`src/rtl/countdown_timer_if.sv`:
```
// Load handshake plus control/status bundle for countdown_timer.
// master drives loads and control levels; slave is the timer itself.
interface countdown_timer_if #(
  parameter int SIZE = 16
);
  logic            load_valid;
  logic            load_ready;
  logic [SIZE-1:0] load_val;
  logic            en;
  logic            stop;
  logic            auto_reload;
  logic [SIZE-1:0] out;
  logic            busy;
  logic            expire;
  logic            below;

  modport master (
    output load_valid, load_val, en, stop, auto_reload,
    input  load_ready, out, busy, expire, below
  );

  modport slave (
    input  load_valid, load_val, en, stop, auto_reload,
    output load_ready, out, busy, expire, below
  );
endinterface

```
`src/rtl/countdown_timer.sv`:
```
// Loadable down-counter with pause, expire pulse and optional auto-reload; expire is registered (1 cycle).
// Loads take effect on the handshake edge; load_ready is low while running so requests stall without side effects.
module countdown_timer #(
  parameter int SIZE   = 16,
  parameter int THRESH = 10
) (
  input  logic                clk,
  input  logic                rst,
  countdown_timer_if.slave    bus
);

  typedef enum logic [1:0] {
    IDLE  = 2'd0,
    RUN   = 2'd1,
    PAUSE = 2'd2
  } state_t;

  localparam logic [SIZE-1:0] THRESH_V = SIZE'(THRESH);
  localparam logic [SIZE-1:0] ONE      = SIZE'(1);
  localparam logic [SIZE-1:0] ZERO     = '0;

  state_t          state_q, state_n;
  logic [SIZE-1:0] cnt_q, cnt_n;
  logic [SIZE-1:0] reload_q, reload_n;
  logic            expire_q, expire_n;
  logic            accept;

  always_ff @(posedge clk or posedge rst) begin
    if (rst) begin
      state_q  <= IDLE;
      cnt_q    <= ZERO;
      reload_q <= ZERO;
      expire_q <= 1'b0;
    end else begin
      state_q  <= state_n;
      cnt_q    <= cnt_n;
      reload_q <= reload_n;
      expire_q <= expire_n;
    end
  end

  assign accept = bus.load_valid && (state_q != RUN);

  always_comb begin
    state_n  = state_q;
    cnt_n    = cnt_q;
    reload_n = reload_q;
    expire_n = 1'b0;
    case (state_q)
      IDLE, PAUSE: begin
        // A load wins over resuming from PAUSE; a zero load expires on the spot.
        if (accept) begin
          cnt_n    = bus.load_val;
          reload_n = bus.load_val;
          if (bus.load_val == ZERO) begin
            state_n  = IDLE;
            expire_n = 1'b1;
          end else begin
            state_n = RUN;
          end
        end else if (state_q == PAUSE && !bus.stop) begin
          state_n = RUN;
        end
      end
      RUN: begin
        if (bus.stop) begin
          state_n = PAUSE;
        end else if (bus.en) begin
          if (cnt_q > ONE) begin
            cnt_n = cnt_q - ONE;
          end else begin
            expire_n = 1'b1;
            if (bus.auto_reload) begin
              cnt_n = reload_q;
            end else begin
              cnt_n   = ZERO;
              state_n = IDLE;
            end
          end
        end
      end
      default: begin
        state_n = IDLE;
        cnt_n   = ZERO;
      end
    endcase
  end

  assign bus.load_ready = (state_q != RUN);
  assign bus.busy       = (state_q != IDLE);
  assign bus.out        = cnt_q;
  assign bus.expire     = expire_q;
  assign bus.below      = (cnt_q <= THRESH_V);

endmodule

```
`src/flat_wrapper.sv`:
```
// flat-port wrapper written by rule: the top's interface ports become plain ports
module countdown_timer_flat 
#(
  parameter int SIZE   = 16,
  parameter int THRESH = 10
)
  (clk, rst, bus_load_valid, bus_load_val, bus_en, bus_stop, bus_auto_reload, bus_load_ready, bus_out, bus_busy, bus_expire, bus_below);
  countdown_timer_if #(.SIZE(SIZE)) bus_i ();
  input  logic clk;
  input  logic rst;
  input wire logic [$bits(bus_i.load_valid)-1:0] bus_load_valid;
  input wire logic [$bits(bus_i.load_val)-1:0] bus_load_val;
  input wire logic [$bits(bus_i.en)-1:0] bus_en;
  input wire logic [$bits(bus_i.stop)-1:0] bus_stop;
  input wire logic [$bits(bus_i.auto_reload)-1:0] bus_auto_reload;
  output wire logic [$bits(bus_i.load_ready)-1:0] bus_load_ready;
  output wire logic [$bits(bus_i.out)-1:0] bus_out;
  output wire logic [$bits(bus_i.busy)-1:0] bus_busy;
  output wire logic [$bits(bus_i.expire)-1:0] bus_expire;
  output wire logic [$bits(bus_i.below)-1:0] bus_below;
  assign bus_i.load_valid = bus_load_valid;
  assign bus_i.load_val = bus_load_val;
  assign bus_i.en = bus_en;
  assign bus_i.stop = bus_stop;
  assign bus_i.auto_reload = bus_auto_reload;
  assign bus_load_ready = bus_i.load_ready;
  assign bus_out = bus_i.out;
  assign bus_busy = bus_i.busy;
  assign bus_expire = bus_i.expire;
  assign bus_below = bus_i.below;
  countdown_timer #(.SIZE(SIZE), .THRESH(THRESH)) u_core (.clk(clk), .rst(rst), .bus(bus_i));
endmodule
```
`config.mk`:
```
export PLATFORM = sky130hd
export DESIGN_NAME = countdown_timer_flat
export DESIGN_NICKNAME = d
export VERILOG_FILES = /design/src/rtl/countdown_timer_if.sv /design/src/rtl/countdown_timer.sv /design/src/flat_wrapper.sv
export SDC_FILE = /design/constraint.sdc
export NUM_CORES = 1
export LEC_CHECK = 0
export ABC_AREA = 0
export CAP_MARGIN = 40
export CORE_MARGIN = 2
export CORE_UTILIZATION = 45
export DETAILED_ROUTE_END_ITERATION = 7
export PLACE_DENSITY = 0.67
export SETUP_SLACK_MARGIN = 0.15
export SLEW_MARGIN = 20
export SYNTH_ARGS = -nofsm -noshare
export SYNTH_HDL_FRONTEND = slang
export SYNTH_SLANG_ARGS = --single-unit
```
`constraint.sdc`:
```
create_clock -name clk -period 2.55 [get_ports clk]
set_input_delay 0.765 -clock clk [delete_from_list [all_inputs] [get_ports clk]]
set_output_delay 0.765 -clock clk [all_outputs]
set_load 0.01 [all_outputs]
```
=== Yosys cells after proc, flatten, opt, wreduce, memory -nomap -nowiden ===
Cells that the tools add are included.

* Output and inout port bits: 20
* Logic and storage cells: 47
* Input bits: 22
* Flip-flop bits (word level): 35

* Multiplexer cells: 20
* Magnitude comparators: 2
* Reduce and logical (&&, ||, !) cells: 10
* Add/subtract/negate cells: 1
* Eq/ne operators: 10

{| class="wikitable"
|+ Operators with widths
! kind !! number
|-
| $mux 16 || 5
|-
| $pmux 16 s2 || 1
|-
| $gt 16x1->1 const B || 1
|-
| $le 16x4->1 const B || 1
|-
| $logic_not 16->1 || 1
|-
| $sub 16x1->16 const B || 1
|-
| $mux 2 || 6
|-
| $ne 3x3->1 const B || 3
|-
| $mux 1 || 6
|-
| $ne 2x1->1 const B || 2
|-
| $ne 2x2->1 const B || 2
|-
| $pmux 2 s2 || 1
|-
| $reduce_and 4->1 || 1
|-
| $ne 3x1->1 const B || 1
|-
| $reduce_and 3->1 || 1
|-
| $eq 2x1->1 const B || 1
|-
| $eq 2x2->1 const B || 1
|-
| $logic_and 1x1->1 || 2
|-
| $logic_not 2->1 || 1
|-
| $pmux 1 s2 || 1
|-
| $reduce_and 2->1 || 1
|-
| $reduce_bool 2->1 || 1
|-
| $reduce_or 2->1 || 1
|-
| $logic_not 1->1 || 1
|}

=== Depth between registers and ports, before layout ===
Gate-level depths: netlist of the first run.

* Depth after elaboration: 5
* Depth in mapped cells: 8

=== Least setup slack after synthesis of the first run ===
Ideal clock, no wire load.

* Path type: register to output
* Start point: register u_core.cnt_q[8] (netlist: u_core.bus.out[8])
* End point: output port bus_below
* Path slack: 509 ps
* Path buffers: 0
* Cell stages (with the launch flop): 4
* Data arrival time: 1276 ps
* Path through: dfrtp_1 nor4_4 nand4_2 a21oi_1

* Longest elaborated chain between the ends: 1

{| class="wikitable"
|+ RTL lines
! item !! RTL line !! text
|-
| start, declared || countdown_timer.sv:23 || <nowiki>logic [SIZE-1:0] cnt_q, cnt_n;</nowiki>
|-
| start signal, assigned || countdown_timer.sv:36 || <nowiki>cnt_q <= cnt_n;</nowiki>
|-
| $le 16x4->1 || countdown_timer.sv:93 || <nowiki>assign bus.below = (cnt_q <= THRESH_V);</nowiki>
|-
| end, declared || flat_wrapper.sv:20 || <nowiki>output wire logic [$bits(bus_i.below)-1:0] bus_below;</nowiki>
|}

No other way between the ends.

=== Worst setup path after layout of the first run ===
* Start point: register u_core.cnt_q[6] (netlist: u_core.bus.out[6])
* End point: output port bus_below

Same word-level chain as after synthesis.

==> impl_metrics.py, run 1 <==
metrics = {
    "synth": {
        "yosysMostFrequentCell": "dfrtp_1",
        "synth_xor_xnor_area_share_pct": 2.484,
        "synth-async-reset-ratio_pct": 100.0,
        "synth-seq-area-share_pct": 41.40,
        "synth-edff-count": 0,
        "synthesis.area_sq_um": 2116,
        "netlist_top_cells_count": "35 x dfrtp_1, 20 x nand2_1, 17 x mux2_2, 14 x a21oi_1, 14 x o21ai_0",
        "synthAdderAreaFrac_pct": 1.774,
        "synth_cell_types": 51,
        "syn_avg_cell_area_sq_um": 9.531,
        "synth_top_family_by_area": "simple AND/OR/NAND/NOR gates",
        "muxShareOfSynthArea_pct": 9.521,
        "synth_cells": 222,
        "syn-num-nets": 247,
        "ys_warn_count": 0,
        "synth_area_leaders": "dfrtp_1 41%, mux2_2 9.0%, nand2_1 3.5%",
        "yosys.area_share.simple_pct": 20.93,
        "yosys.area.top_type_share_pct": 41.40,
        "synthFlopType": "dfrtp_1",
        "synth-compound-area-share_pct": 19.93,
        "ys_seq_elements": 35,
        "yosysTopAreaCell": "dfrtp_1",
    },
    "setup_path": {
        "slowest_delay_ps": 460,
        "critPathMaxFanout": 6,
        "path_cells": "nor4_4, nand4_2, a21oi_1, clkbuf_2",
        "crit_family": "simple AND/OR/NAND/NOR gates",
        "cp-start-kind": "flip-flop",
        "cpMaxStageDelayCell": "dfrtp_2",
        "worstSetupPathType": "flip-flop to output port",
        "rr_startpoint": "u_core.bus.out[1]",
        "critPathLaunch": "u_core.bus.out[6]",
        "ff2ff_setup_slack_ps": 380,
        "arrival_ps": 1540,
        "endpoint": "bus_below",
        "crit_buf_inv": 1,
        "crit_cells": 4,
        "worstRegToRegCells": 6,
        "reg2reg_to": "u_core.bus.out[9]",
        "end_kind": "output port",
        "crit_required_ps": 1790,
    },
    "detailed_routing": {
        "viasPerCell": 5.970,
        "drt_wl_total_um": 6066,
        "detail-route-antenna-nets": 0,
        "route.vias.total": 1970,
        "first_pass_iters": 4,
        "drtIter0Drc": 105,
        "wl_per_cell_um": 18.38,
        "route.detailed.drc": 0,
    },
    "timing": {
        "tns_ps": 0,
        "finalSetupViolCount": 0,
        "layout_min_cycle_time_ps": 2305,
        "tightest_slew_ps": 665.1,
        "relSlewSlack_pct": 55.19,
        "finClkSkew_ps": 9.369,
        "fmax_mhz": 433.9,
        "period_share_pct": 90.38,
        "whs_ps": 511.8,
        "rsz0062_at_grt": "no",
        "final_max_slew_viol_count": 0,
        "hold_viol": 0,
    },
    "cells_and_area": {
        "seqCellArea_sq_um": 877.1,
        "syn_to_final_growth_pct": 32.76,
        "n_antenna_cell": 0,
        "nets": 302,
        "drive_gt1_share_pct": 19.78,
        "final_area_sq_um": 2809,
        "fillerInstances": 393,
        "layout.cells.non_filler": 330,
        "multi_input_area_sq_um": 1164,
    },
    "clock_tree": {
        "cts_tree": "built",
        "cts-buffers-inserted": 5,
        "clk_pin_slew_worst_paths_ps": 70,
        "cts.sinks": 35,
        "hold_buffers": 0,
        "cts_root_buffer": "clkbuf_8",
        "cts_buffer_depth": 2,
        "clock_latency_ps": 290,
        "htree_levels": 2,
    },
    "placed_design": {
        "place_area_sq_um": 2700,
        "io_buffers": 41,
        "post-place-cells": 321,
        "gp_congestion": 0.8887,
        "place_hpwl_um": 4509,
    },
    "global_route": {
        "grt_max_degree": 36,
        "grt_pass1_vias": 1872,
        "antenna_found_initial": 0,
        "overflow": 0,
        "grt_pass1_wl_um": 9915,
        "grt.total_usage_pct": 24.99,
    },
    "floorplan": {
        "die_x_um": 72.57,
        "core_sq_um": 4444,
        "die_y_um": 72.57,
        "rows": 24,
        "die_area_sq_um": 5266,
        "pin_count": 42,
        "start_util_pct": 47.61,
    },
    "hold_path": {
        "hold_path_class": "flip-flop to flip-flop",
    },
    "run": {
        "max-cap-violations": 0,
    },
    "run_status": {
        "status": "completed",
    },
    "power": {
        "p_leak_nw": 1.146,
        "peakVddDrop_uv": 448.5,
        "p_per_area_nw_per_um2": 1110,
    },
}
[layer usage]
metal	global-route usage (%)	routed length, um
met5	0	0
met4	9.877	127
met3	5.525	514
met2	34.04	2643
met1	38.20	2780
[kinds of logic (layout without fill, tap and decap cells)]
logic type | after synthesis | after routing
adders and majority gates | 3 | 3
and+or+nand+nor | 76 | 76
muxes | 18 | 18
xor gates and xnor gates | 6 | 6
AOI/OAI and AO/OA | 64 | 64
DFF | 35 | 35
buffers and inverters | 20 | 76
[cell type report]
type	count	area share, %
Multi-Input combinational cell	167	41.43
Sequential cell	35	31.22
Timing Repair Buffer	60	20.40
Clock buffer	8	3.563
Tap cell	52	2.316
Inverter	8	1.069
[worst register-to-register path: stages (launching register included)]
cell and delay (ps):
dfrtp_1 440, inv_1 120, ha_1 230, o21ai_0 560, nor2_4 220, o31a_1 340
o32a_1 170
[state kept, by name (all words and copies together) (netlist names)]
name	count
u_core.state_q	2
u_core.bus.out	16
u_core.reload_q	16
u_core.bus.expire	1
[what timing repair did]
item,CTS,global route
setup endpoints to repair,1,4
setup buffers,1,0
resized for setup,2,4
cloned,0,0
pin swaps,1,1
[power breakdown]
group	switching (W)	internal (W)	total (W)
combinational	0.000791	0.000859	0.00165
clock	0.000203	0.000247	0.000449
sequential	0.000232	0.000786	0.00102
[metrics by stage]
stage	util, %	worst slack (ps)	power [W]
3_5_place_dp	60.75	126.1	0.002647
4_1_cts	63.18	162.4	0.003108
6_report	63.20	245.3	0.003118
5_1_grt	63.20	153.9	0.003342
3_3_place_gp	60.75	70.13	0.002631
2_1_floorplan	-	508.7	0.001927
[layout by cell type (no fill, tap or decap), types with 3 or more instances in the layout]
cell	n
nor3_1	5
mux2_2	17
a21oi_1	14
xnor2_1	4
o21ai_0	14
ha_1	3
dfrtp_1	34
nor4_1	4
nor2b_1	8
clkbuf_8	7
a31oi_1	3
clkdlybuf4s50_1	40
o31ai_1	4
nand3_1	7
a22oi_1	7
inv_1	7
buf_4	17
nor2_1	11
o32a_1	4
nand2_1	20
and2_1	3
[worst min-delay path by stage]
stage | from | to | slack [ps] | cells past startpoint
3_3_place_gp | u_core.reload_q[13] | u_core.reload_q[13] | 480 | 1
5_1_grt | u_core.reload_q[3] | u_core.reload_q[3] | 530 | 1
4_1_cts | u_core.reload_q[9] | u_core.reload_q[9] | 510 | 1
3_5_place_dp | u_core.reload_q[9] | u_core.reload_q[9] | 490 | 1
2_1_floorplan | u_core.reload_q[3] | u_core.reload_q[3] | 470 | 1
6_report | u_core.reload_q[9] | u_core.reload_q[9] | 510 | 1
Note: power is estimated with default switching activity, not from simulation.
==> run 2, diff against run 1 <==
--- a/config.mk
+++ b/config.mk
@@ -10,6 +10,7 @@
 export CORE_MARGIN = 2
 export CORE_UTILIZATION = 45
 export DETAILED_ROUTE_END_ITERATION = 7
+export HOLD_SLACK_MARGIN = 0.03
 export PLACE_DENSITY = 0.67
 export SETUP_SLACK_MARGIN = 0.15
 export SLEW_MARGIN = 20
==> results of run 2 <==
No change in the layout: final DEF, timing and power equal those of run 1.
